### src/rtl/qbus_slave_ctl.sv
// QBUS slave controller: sequences SYNC/DIN/DOUT/IAKO/RPLY, decodes the latched
// address to word RAM, IO page port or interrupt vector, and drives AD/RPLY.
// Optional build macro QBUS_SLV_HALT_REG_EN adds the halt/event register at 177710.
module qbus_slave_ctl #(
  parameter logic [15:0] RAM_TOP = 16'o100000,
  parameter logic [15:0] IO_BASE = 16'o160000,
  parameter int unsigned IO_TMO  = 16
) (
  input  logic        clk,
  input  logic        rst,
  input  logic [15:0] ad_n_i,
  output logic [15:0] ad_n_o,
  output logic        ad_oe,
  input  logic        sync_n,
  input  logic        din_n,
  input  logic        dout_n,
  input  logic        wtbt_n,
  input  logic        iako_n,
  output logic        rply_n,
  output logic [13:0] ram_addr,
  output logic        ram_re,
  output logic        ram_we,
  output logic [1:0]  ram_be,
  output logic [15:0] ram_wdata,
  input  logic [15:0] ram_rdata,
  output logic [11:0] io_addr,
  output logic        io_rd,
  output logic        io_wr,
  output logic [1:0]  io_be,
  output logic [15:0] io_wdata,
  input  logic [15:0] io_rdata,
  input  logic        io_ack,
  input  logic        irq_req,
  input  logic [7:0]  irq_vec,
  output logic        irq_ack,
  output logic        virq_n
`ifdef QBUS_SLV_HALT_REG_EN
  ,
  output logic        halt_n,
  output logic        evnt_n,
  output logic        halt_en
`endif
);

  localparam int unsigned TmoW = $clog2(IO_TMO) + 1;

  typedef enum logic [3:0] {
    StIdle, StAddr, StRdRam, StRdCap, StDrive, StWrRam, StRdIo, StWrIo, StVec, StReply, StWaitEnd
  } state_e;

  typedef enum logic [1:0] {SelNone, SelRam, SelIo, SelHalt} sel_e;

  state_e         state_q, state_d;
  logic [15:0]    addr_q, addr_d;
  logic           wflg_q, wflg_d;
  logic [1:0]     be_q, be_d;
  logic [15:0]    wdata_q, wdata_d;
  logic [15:0]    ad_n_o_q, ad_n_o_d;
  logic           ad_oe_q, ad_oe_d;
  logic           rply_n_q, rply_n_d;
  logic           ram_re_q, ram_re_d;
  logic           ram_we_q, ram_we_d;
  logic           io_rd_q, io_rd_d;
  logic           io_wr_q, io_wr_d;
  logic [TmoW-1:0] tmo_q, tmo_d;
  logic           irq_ack_q, irq_ack_d;
  logic           virq_n_q;
  logic           sync_n_q;
  sel_e           sel;
  logic [15:0]    rd_word;
  logic           tmo_hit;

`ifdef QBUS_SLV_HALT_REG_EN
  localparam logic [15:0] HaltAddr = 16'o177710;
  logic halt_rq_q, evnt_rq_q, halt_en_q, halt_wr;
`endif

  // Address decode of the latched address; the halt register shadows its IO slot
  always_comb begin
    sel = SelNone;
    if (addr_q < RAM_TOP) sel = SelRam;
`ifdef QBUS_SLV_HALT_REG_EN
    else if (addr_q[15:1] == HaltAddr[15:1]) sel = SelHalt;
`endif
    else if (addr_q >= IO_BASE) sel = SelIo;
  end

`ifdef QBUS_SLV_HALT_REG_EN
  assign rd_word = (sel == SelHalt) ? {halt_en_q, 13'b0, evnt_rq_q, halt_rq_q} : ram_rdata;
`else
  assign rd_word = ram_rdata;
`endif

  assign tmo_hit = (tmo_q == TmoW'(IO_TMO - 1));

  // Bus handshake sequencer: next state and next registered outputs
  always_comb begin
    state_d   = state_q;
    addr_d    = addr_q;
    wflg_d    = wflg_q;
    be_d      = be_q;
    wdata_d   = wdata_q;
    ad_n_o_d  = ad_n_o_q;
    ad_oe_d   = ad_oe_q;
    rply_n_d  = rply_n_q;
    ram_re_d  = 1'b0;
    ram_we_d  = 1'b0;
    io_rd_d   = io_rd_q;
    io_wr_d   = io_wr_q;
    tmo_d     = tmo_q;
    irq_ack_d = 1'b0;
`ifdef QBUS_SLV_HALT_REG_EN
    halt_wr   = 1'b0;
`endif
    case (state_q)
      StIdle: begin
        // sync_n_q is cleared by reset so a cycle in flight is never picked up midway
        if (sync_n_q && !sync_n) begin
          addr_d  = ~ad_n_i;
          wflg_d  = ~wtbt_n;
          state_d = StAddr;
        end else if (!iako_n && !din_n && sync_n) begin
          state_d = StVec;
        end
      end
      StAddr: begin
        if (sync_n) begin
          state_d = StIdle;
        end else if (!din_n && !dout_n) begin
          state_d = StWaitEnd;
        end else if (!din_n) begin
          be_d = 2'b11;
          // DIN on a cycle flagged as write, or an unmapped address: let the CPU time out
          if (wflg_q || sel == SelNone) begin
            state_d = StWaitEnd;
          end else if (sel == SelIo) begin
            io_rd_d = 1'b1;
            tmo_d   = '0;
            state_d = StRdIo;
          end else begin
            ram_re_d = (sel == SelRam);
            state_d  = StRdRam;
          end
        end else if (!dout_n) begin
          be_d    = wtbt_n ? 2'b11 : (addr_q[0] ? 2'b10 : 2'b01);
          wdata_d = ~ad_n_i;
          if (sel == SelNone) begin
            state_d = StWaitEnd;
          end else if (sel == SelIo) begin
            io_wr_d = 1'b1;
            tmo_d   = '0;
            state_d = StWrIo;
          end else begin
            state_d = StWrRam;
          end
        end
      end
      StRdRam: state_d = StRdCap;
      StRdCap: begin
        ad_n_o_d = ~rd_word;
        ad_oe_d  = 1'b1;
        state_d  = StDrive;
      end
      // One clock of data setup on AD before RPLY
      StDrive: begin
        rply_n_d = 1'b0;
        state_d  = StReply;
      end
      StWrRam: begin
        ram_we_d = (sel == SelRam);
`ifdef QBUS_SLV_HALT_REG_EN
        halt_wr  = (sel == SelHalt);
`endif
        state_d  = StDrive;
      end
      StRdIo: begin
        if (io_ack) begin
          io_rd_d  = 1'b0;
          ad_n_o_d = ~io_rdata;
          ad_oe_d  = 1'b1;
          state_d  = StDrive;
        end else if (tmo_hit) begin
          io_rd_d  = 1'b0;
          state_d  = StWaitEnd;
        end else begin
          tmo_d = tmo_q + 1'b1;
        end
      end
      StWrIo: begin
        if (io_ack) begin
          io_wr_d  = 1'b0;
          rply_n_d = 1'b0;
          state_d  = StReply;
        end else if (tmo_hit) begin
          io_wr_d  = 1'b0;
          state_d  = StWaitEnd;
        end else begin
          tmo_d = tmo_q + 1'b1;
        end
      end
      StVec: begin
        if (irq_req) begin
          ad_n_o_d  = ~{6'b0, irq_vec, 2'b00};
          ad_oe_d   = 1'b1;
          irq_ack_d = 1'b1;
          state_d   = StDrive;
        end else begin
          state_d = StWaitEnd;
        end
      end
      StReply: begin
        if (din_n && dout_n) begin
          rply_n_d = 1'b1;
          ad_oe_d  = 1'b0;
          ad_n_o_d = 16'hFFFF;
          // SYNC still low means a read-modify-write may follow with DOUT
          state_d  = sync_n ? StWaitEnd : StAddr;
        end
      end
      StWaitEnd: begin
        if (sync_n && din_n) state_d = StIdle;
      end
      default: state_d = StIdle;
    endcase
  end

  // State and registered bus outputs
  always_ff @(posedge clk) begin
    if (rst) begin
      state_q   <= StIdle;
      addr_q    <= '0;
      wflg_q    <= 1'b0;
      be_q      <= 2'b11;
      wdata_q   <= '0;
      ad_n_o_q  <= 16'hFFFF;
      ad_oe_q   <= 1'b0;
      rply_n_q  <= 1'b1;
      ram_re_q  <= 1'b0;
      ram_we_q  <= 1'b0;
      io_rd_q   <= 1'b0;
      io_wr_q   <= 1'b0;
      tmo_q     <= '0;
      irq_ack_q <= 1'b0;
      virq_n_q  <= 1'b1;
      sync_n_q  <= 1'b0;
    end else begin
      state_q   <= state_d;
      addr_q    <= addr_d;
      wflg_q    <= wflg_d;
      be_q      <= be_d;
      wdata_q   <= wdata_d;
      ad_n_o_q  <= ad_n_o_d;
      ad_oe_q   <= ad_oe_d;
      rply_n_q  <= rply_n_d;
      ram_re_q  <= ram_re_d;
      ram_we_q  <= ram_we_d;
      io_rd_q   <= io_rd_d;
      io_wr_q   <= io_wr_d;
      tmo_q     <= tmo_d;
      irq_ack_q <= irq_ack_d;
      virq_n_q  <= ~irq_req;
      sync_n_q  <= sync_n;
    end
  end

`ifdef QBUS_SLV_HALT_REG_EN
  // Halt/event control register
  always_ff @(posedge clk) begin
    if (rst) begin
      halt_rq_q <= 1'b0;
      evnt_rq_q <= 1'b0;
      halt_en_q <= 1'b0;
    end else if (halt_wr) begin
      halt_rq_q <= wdata_q[0];
      evnt_rq_q <= wdata_q[1];
      halt_en_q <= wdata_q[15];
    end
  end

  assign halt_n  = ~halt_rq_q;
  assign evnt_n  = ~evnt_rq_q;
  assign halt_en = halt_en_q;
`endif

  assign ad_n_o    = ad_n_o_q;
  assign ad_oe     = ad_oe_q;
  assign rply_n    = rply_n_q;
  assign ram_addr  = addr_q[14:1];
  assign ram_re    = ram_re_q;
  assign ram_we    = ram_we_q;
  assign ram_be    = be_q;
  assign ram_wdata = wdata_q;
  assign io_addr   = addr_q[12:1];
  assign io_rd     = io_rd_q;
  assign io_wr     = io_wr_q;
  assign io_be     = be_q;
  assign io_wdata  = wdata_q;
  assign irq_ack   = irq_ack_q;
  assign virq_n    = virq_n_q;

endmodule

### config.mk
export PLATFORM = sky130hd
export DESIGN_NAME = qbus_slave_ctl
export DESIGN_NICKNAME = d
export VERILOG_FILES = /design/src/rtl/qbus_slave_ctl.sv
export SDC_FILE = /design/constraint.sdc
export NUM_CORES = 1
export LEC_CHECK = 0
export BUFFER_PORTS_ARGS = -buffer_cell sky130_fd_sc_hd__buf_2
export CAP_MARGIN = 20
export CORE_MARGIN = 2
export CORE_UTILIZATION = 52
export CTS_CLUSTER_SIZE = 40
export DETAILED_ROUTE_END_ITERATION = 16
export PLACE_DENSITY = 0.82
export SETUP_SLACK_MARGIN = 0.02
export SLEW_MARGIN = 25
export SYNTH_ARGS = -nofsm -noshare
export SYNTH_HDL_FRONTEND = slang
export SYNTH_SLANG_ARGS = --single-unit
export TNS_END_PERCENT = 10
### constraint.sdc
create_clock -name clk -period 3.8 [get_ports clk]
set_input_delay 0.19 -clock clk [delete_from_list [all_inputs] [get_ports clk]]
set_output_delay 0.19 -clock clk [all_outputs]
set_load 0.005 [all_outputs]
# After elaboration in Yosys (flattened, before gate mapping)
# Index checks and enable logic that the tools add are counted.
[totals]
input_bits = 65
elab_cells = 159
ff_bits = 69
output_inout_bits = 86
[classes]
bitwise_logic = 12
mux = 60
n_addsub = 1
n_reduce_logical = 32
n_lt_le_gt_ge = 2
eq_ne = 36
[op_table]
columns = ["cell", "n"]
rows = [
  ["$pmux W16 S4", 1],
  ["$mux W4", 15],
  ["$mux W16", 3],
  ["$not A16 Y16", 3],
  ["$mux W5", 9],
  ["$pmux W4 S10", 1],
  ["$ne A2 B2 Y1 const B", 16],
  ["$mux W1", 18],
  ["$ne A3 B3 Y1 const B", 6],
  ["$eq A4 B3 Y1 const B", 4],
  ["$ge A16 B16 Y1 const B", 1],
  ["$lt A16 B16 Y1 const B", 1],
  ["$not A10 Y16", 1],
  ["$reduce_and A8 Y1", 2],
  ["$mux W2", 7],
  ["$eq A4 B4 Y1 const B", 3],
  ["$reduce_and A4 Y1", 3],
  ["$pmux W5 S2", 1],
  ["$eq A4 B2 Y1 const B", 2],
  ["$not A1 Y1", 8],
  ["$reduce_or A2 Y1", 4],
  ["$reduce_and A7 Y1", 1],
  ["$reduce_or A7 Y1", 1],
  ["$logic_and A1 B1 Y1", 6],
  ["other kinds (20)", 26],
]

# Longest topological paths before layout
# Gate-level depths: netlist (run 1).
[logic_depth]
depth_word = 11
mapped_depth = 8
ltp_nobuf = 7

# Least setup slack after synthesis (run 1)
# Ideal clock, no wire load.
[synth_path]
kind = "register to register"
from = "register tmo_q[0]"
to = "register tmo_q[1]"
n_path_buf = 0
setup_slack_ps = 1861
setup_ps = 70
path_stages_with_launch = 7
t_required_ps = 3730
arrival_ps = 1869
synth_period_minus_slack_ps = 1939
cell_sequence = "dfxtp_1 -> ha_1 -> and3_1 -> ha_1 -> o32a_2 -> or4_1 -> a21oi_1"
[synth_between]
elab_chain_len = 4
word_cells_on_any_way = 7
classes_between = "add/sub (1); eq/ne (2); mux (3); reduce/logical (1)"
[synth_rtl]
columns = ["item", "line_no", "rtl"]
rows = [
  ["start, declared", "65", "logic [TmoW-1:0] tmo_q, tmo_d;"],
  ["start signal, assigned", "259", "tmo_q <= tmo_d;"],
  ["$add A5 B1 Y5", "186, 198", ""],
  ["$mux W5", "182, 194", ""],
  ["$mux W5", "177", "if (io_ack) begin"],
  ["$pmux W5 S2", "115", "case (state_q)"],
]
# Several ways; a longest one is shown, not always the timed one. The select of a mux whose other input is x is not followed.
# A chain may end at the register's enable or synchronous reset.

# Worst setup path in the final report (run 1)
[layout_path]
from = "register state_q[0]"
to = "register ad_n_o_q[7], in the netlist ad_n_o[7]"
[layout_between]
elab_chain_len = 3
word_cells_on_any_way = 10
classes_between = "eq/ne (7); mux (1); reduce/logical (2)"
[layout_rtl]
columns = ["item", "line_no", "rtl"]
rows = [
  ["start, declared", "53", "state_e state_q, state_d;"],
  ["start signal, assigned", "230", "state_q <= StIdle;"],
  ["start signal, assigned", "247", "state_q <= state_d;"],
  ["$eq A4 B4 Y1 (tied with other cells)", "115", ""],
  ["$reduce_bool A4 Y1 (no line) / $ne A2 B2 Y1 (equally long branches)", "-", ""],
  ["$reduce_and A4 Y1 (no line)", "-", ""],
  ["end signal, assigned", "252", "ad_n_o_q <= ad_n_o_d;"],
  ["end, declared", "58", "logic [15:0] ad_n_o_q, ad_n_o_d;"],
]
# Several ways; a longest one is shown, not always the timed one.

==> results of run 1 <==
## cell families after synthesis
| kind of cell | synth area share |
|---|---|
| compound gates | 0.232 |
| flops | 0.379 |
| fa+ha+maj | 0.00686 |
| mux | 0.0278 |
| xor+xnor | 0.00240 |
| simple gates | 0.210 |
| buf+inv | 0.142 |
## layout make-up
class                   instances  area, um^2
fillers                       565        2460
multi-input cells             280        1770
flip-flops and latches         69        1380
repair buffers                155         792
clock buffers                   9         124
clock inverters                 7         124
well taps                      96         120
inverters                       6        22.5
## flip-flops by register name, indices dropped and copies added (netlist names), 2 cells and up
signal / cells
io_wdata: 16
ad_n_o: 16
tmo_q: 5
io_be: 2
addr_q: 16
state_q: 4
## metal layers
metal / routed length, um / vias up / share of wire / track usage
met5: 0 / - / 0 / 0
met4: 69 / 0 / 0.0078 / 0.0839
met3: 540 / 8 / 0.061 / 0.0594
met2: 4450 / 128 / 0.50 / 0.363
met1: 3770 / 1608 / 0.43 / 0.302
li1: - / 1718 / - / -
## power breakdown
group          internal [W]  switching, W
logic              0.000199      0.000236
clock network      0.000439      0.000290
registers          0.000783     0.0000739
total               0.00142      0.000600
## worst max-delay path, delay by kind of cell (launching register included)
kind	cells	cell delay, ns
AOI/OAI and AO/OA	2	1.07
DFF	1	1.01
and+or+nand+nor	2	0.78
## metrics by stage
step	setup slack (ns)	total power, W	utilization
2_1_floorplan	1.86	0.00119	-
3_3_place_gp	1.15	0.00129	0.600
3_5_place_dp	0.950	0.00130	0.600
4_1_cts	0.936	0.00203	0.636
5_1_grt	0.674	0.00213	0.638
6_report	0.864	0.00202	0.638
## cells in the mapped netlist (3+ instances only)
library cell / instances / area share
mux2i_1: 9 / 0.025
buf_4: 45 / 0.093
o21ai_0: 19 / 0.026
o31ai_1: 5 / 0.010
nor2_1: 53 / 0.055
a21oi_1: 20 / 0.027
clkbuf_1: 24 / 0.025
nor2b_1: 13 / 0.022
a211oi_1: 35 / 0.072
nand3_1: 4 / 0.0055
o22ai_1: 11 / 0.019
o211ai_1: 9 / 0.019
or2_2: 4 / 0.0069
nor3_1: 16 / 0.022
nand2b_1: 9 / 0.015
nor3b_1: 3 / 0.0062
inv_1: 6 / 0.0062
dfxtp_1: 69 / 0.38
buf_2: 10 / 0.014
nand2_1: 11 / 0.011
nor4_1: 11 / 0.019
## worst paths after layout
kind / startpoint / end / slack, ns / cells past startpoint
setup reg to reg: state_q[0] / ad_n_o[7] / 0.86 / 4
hold / removal: ad_n_i[7] / io_wdata[7] / 0.03 / 2
hold reg to reg: tmo_q[4] / tmo_q[4] / 0.48 / 2
setup / recovery: state_q[0] / ad_n_o[7] / 0.86 / 4
==> metrics.txt, run 1 <==
outcome complete, no violations; synth warn 0; Avg Inst Size Synth between 8 and 9 um^2; Setup CP Type reg -> reg; leak pwr 1.78 nW; Max-slew headroom 0.306; Hold Crit Class in -> reg; nets@finish about 600; Reg clk slew, reported paths around 0.08 ns; H-tree levels 3; via/cell ratio about 5.6; Post-Syn Nets ~500; I/O Buffers 150; final design area excluding fillers 0.00433 mm^2; cts repair resizes 0; Worst Path Required around 4.1 ns; Post-synth EDFFs 0; post-CTS setup buffer count 0; number of global-route vias before repair about 3200; Inserted Diodes 0; asr flop ratio synth 0; Post-Synthesis Cells around 440; final setup vio count 0; die area around 0.0077 mm^2; worst-path maximum fanout 31; DRT antenna net count 0; WL final about 8.8 mm; startpoint types flip-flop; Fin Setup TNS 0 ns; CTS sink count 69; initial antenna violation count 0; PwrDens between 400 and 500 mW/mm^2; Slew Limit Fails 0; Detail Placement HPWL about 6.2 mm; GRT Overall Usage 0.229; DRT Pass-1 Iters 4; first-pass GRT wire length 14.3 mm; count of different cell masters after synthesis between 50 and 60; worst-skew pair later-pin latency roughly 0.34 ns; worst-path cell chain nand2b_1, o221ai_1, nand2_1, o211ai_1; final critical-path required period 2.94 ns; overall die height about 88 um; Least-Margin Pin Slew 1.04 ns; Die W around 88 um; non-filler cells, final 622; I/O pins roughly 150; share of layout cells above drive strength 1 0.350; Netlist Area Pre-Place between 0.003 and 0.004 mm^2; overflow left after global routing 0; #FFs+latches synth between 60 and 70; final hold slack 0.0333 ns; Worst EP arrival ~3.2 ns; number of buffers inserted by hold repair at cts 0; Num CTS Buffers 9; total number of vias 3462; 1st-iter DRT viols between 200 and 300; placed cells 605; drt drc 0; RSZ-0062 raised after global routing false; core outline area just under 0.007 mm^2; Final period util 0.773; largest net degree at the start of global routing 55; Initial Util 0.537; Placed Area between 0.004 and 0.005 mm^2; Top FF cell, synth dfxtp_1; endpoints failing hold 0; most frequent cells in the layout 150 x buf_2, 69 x dfxtp_1, 53 x nor2_1; commonest non-fill, non-tap cell in the layout buf_2; Routed wire per std cell 14.2 um; critical path endpoint category flip-flop; GPL Wtd Cong ~0.87; Core Rows 30; clock root buffer clkbuf_8; Slowest-stage cell, CP dfxtp_1; max-cap viol count 0; worst vdd ir slightly below 0.0003 V; Max Clock Skew between 0.009 and 0.01 ns; sequential area share after synthesis 0.379; fmax 341 MHz; CTS tree done; clock tree buffer depth 2; CP max stage delay about 1.0 ns; Syn-to-layout area delta 18.8%
(Power assumes the default switching activity.)
==> run 2, diff against run 1 <==
CORE_UTILIZATION = 44   (was 52)
PLACE_DENSITY = 0.73   (was 0.82)
clock period = 2.5 ns   (was 3.8 ns; I/O delays follow)
==> run 2 against run 1 <==
Compared with the run above: cell area grew 5.1%; non-clock buffer count up 27; total power is 49% higher; largest cell class unchanged; combinational power up 73%; via count rose by 1.5%; maximum frequency up 38%; critical path type unchanged; register-to-register slack got worse by 0.48 ns; sequential power increased by 48%.
==> metrics.txt, run 2 (same netlist as run 1, synthesis figures left out) <==
GPL Wtd Cong 0.903 (+3.9%); overflow left after global routing 0 (unchanged); Worst EP arrival 2.38 ns (-0.81 ns); CTS sink count 69 (unchanged); outcome complete, no violations; Max Clock Skew 0.0103 ns (+0.000892 ns); die area 0.00903 mm^2 (+17%); overall die height 95.0 um (+8.3%); met2 WL 4.64 mm (+4.4%); critical path depth 4 (unchanged); CTS tree done; Num CTS Buffers 9 (unchanged); Routed wire per std cell 14.5 um (+1.9%); final setup vio count 0 (unchanged); final design area excluding fillers 0.00455 mm^2 (+5.1%); via/cell ratio 5.34 (-4.1%); Critical Path Sink ad_n_o[6]; DRT antenna net count 0 (unchanged); leak pwr 1.88 nW (+5.9%); fmax 472 MHz (+38%); max-cap viol count 0 (unchanged); Inserted Diodes 0 (unchanged); DRT Pass-1 Iters 4 (unchanged); Initial Util 0.448 (-0.0884); footprint of the multi-input gates 0.00177 mm^2 (unchanged); Final Util 0.560 (-0.0778); initial antenna violation count 0 (unchanged); nets@finish 615 (+4.6%); I/O pins 151 (unchanged); Core Rows 33 (+10%); Worst R2R Path Depth 4 (unchanged); worst-skew pair later-pin latency 0.34 ns (about the same); clock root buffer clkbuf_8; post-route setup slack 0.380 ns (-0.484 ns); critical path endpoint category flip-flop; clock tree buffer depth 2 (unchanged); Fin Setup TNS 0 ns (unchanged); total number of vias 3513 (+1.5%); Hold Crit Class in -> reg; cts repair resizes 0 (unchanged); DRT met1 WL 4.12 mm (+9.4%); core outline area 0.00813 mm^2 (+20%); met3 WL 615 um (+14%); share of layout cells above drive strength 1 0.349 (-0.000804); drt drc 0 (unchanged); RR Startpoint state_q[2]; Die W 95.0 um (+8.3%); 1st-iter DRT viols 198 (-23%); DP Worst Slack 0.405 ns (-0.545 ns); worst r2r dst ad_n_o[6]; Slowest-stage cell, CP dfxtp_1; startpoint types flip-flop; Max Used Layer met4; H-tree levels 3 (unchanged); most frequent cells in the layout 150 x buf_2, 69 x dfxtp_1, 53 x nor2_1; CP max stage delay 0.76 ns (-0.25 ns); Setup CP Type reg -> reg; post-CTS setup buffer count 0 (unchanged); Slew Limit Fails 0 (unchanged); Top delay family on crit path flip-flops; PwrDens 660 mW/mm^2 (+42%); endpoints failing hold 0 (unchanged); final critical-path required period 2.12 ns (-0.816 ns); Placed Area 0.00416 mm^2 (+2.1%); largest net degree at the start of global routing 54 (-1.8%); FF+latch area 0.00138 mm^2 (unchanged); Detail Placement HPWL 6.58 mm (+5.6%); first-pass GRT wire length 14.9 mm (+3.9%); final hold slack 0.104 ns (+0.0704 ns); Final period util 0.848 (+0.0754); number of global-route vias before repair 3161 (-0.35%); reg2reg setup slack 0.38 ns (-0.48 ns); CP Launch Point state_q[2]; worst-path maximum fanout 21 (-32%); Reg clk slew, reported paths 0.08 ns (about the same); GRT Overall Usage 0.207 (-0.0219); worst vdd ir 0.000288 V (-1.5%); commonest non-fill, non-tap cell in the layout buf_2; Worst Path Required 2.76 ns (-1.30 ns); RSZ-0062 raised after global routing false; Buf/Inv on CP 0 (unchanged); Least-Margin Pin Slew 0.673 ns (-0.366 ns); fillcell total 755 (+34%); I/O Buffers 150 (unchanged); Syn-to-layout area delta 24.9%; WL final 9.51 mm (+7.8%); worst-path cell chain nand2b_1, o32a_1, nand2_1, o211ai_1; Hold Startpoint ram_rdata[2]; Max-slew headroom 0.551 (+0.244)
[run 2: cell types whose count changed in the layout (fill, tap and decap cells not counted)]
cell / before / now
bufinv_16: 3 / 2
clkinv_4: 3 / 0
buf_6: 1 / 0
buf_4: 4 / 14
clkinvlp_4: 1 / 2
dlygate4sd3_1: 0 / 18
clkinv_2: 0 / 3
[run 2: layout make-up]
| class | count | share of cell area |
|---|---|---|
| tap | 105 | 0.0288 |
| timing repair buffer | 182 | 0.227 |
| clock buffer | 9 | 0.0272 |
| multi-input combinational | 280 | 0.388 |
| sequential | 69 | 0.303 |
| clock inverter | 7 | 0.0198 |
| inverter | 6 | 0.00495 |
[run 2: repair_timing]
| item | CTS | global route |
|---|---|---|
| hold endpoints to repair | 34 | 0 |
| endpoints found under the setup margin | 0 | 0 |
| hold buffers | 18 | 0 |
[run 2: worst register-to-register path, stage by stage (launching register included)]
cell,delay (ns)
dfxtp_1,0.76
nand2b_1,0.37
o32a_1,0.41
nand2_1,0.26
o211ai_1,0.23
[run 2: power breakdown]
| part | total (W) | internal [W] | leakage [nW] | switching (W) |
|---|---|---|---|---|
| logic | 0.000752 | 0.000344 | 1.22 | 0.000408 |
| clock network | 0.000986 | 0.000556 | 0.105 | 0.000430 |
| registers | 0.00127 | 0.00119 | 0.561 | 0.0000793 |
| total | 0.00301 | 0.00209 | 1.88 | 0.000917 |
[run 2: layer usage]
layer  vias to the layer above  track usage
met1                      1607        0.277
li1                       1763            -
met3                        12       0.0506
met2                       131        0.330
met4                         0       0.0664
met5                         -            0
[run 2: worst min path at each step]
stage,end,slack [ns],cells after the start
floorplan,virq_n,0.19,1
global placement,addr_q[8],0.32,2
detailed placement,addr_q[12],0.32,2
CTS,ad_n_o[2],0.1,4
global route,sync_n_q,0.13,2
finish,ad_n_o[2],0.10,4
[run 2: stage by stage]
| step | std cells | power [W] |
|---|---|---|
| after floorplan | 437 | 0.00180 |
| after global routing | 658 | 0.00317 |
| final | 658 | 0.00301 |
| after detailed placement | 624 | 0.00202 |
| after CTS | 658 | 0.00302 |
| after global placement | 624 | 0.00200 |
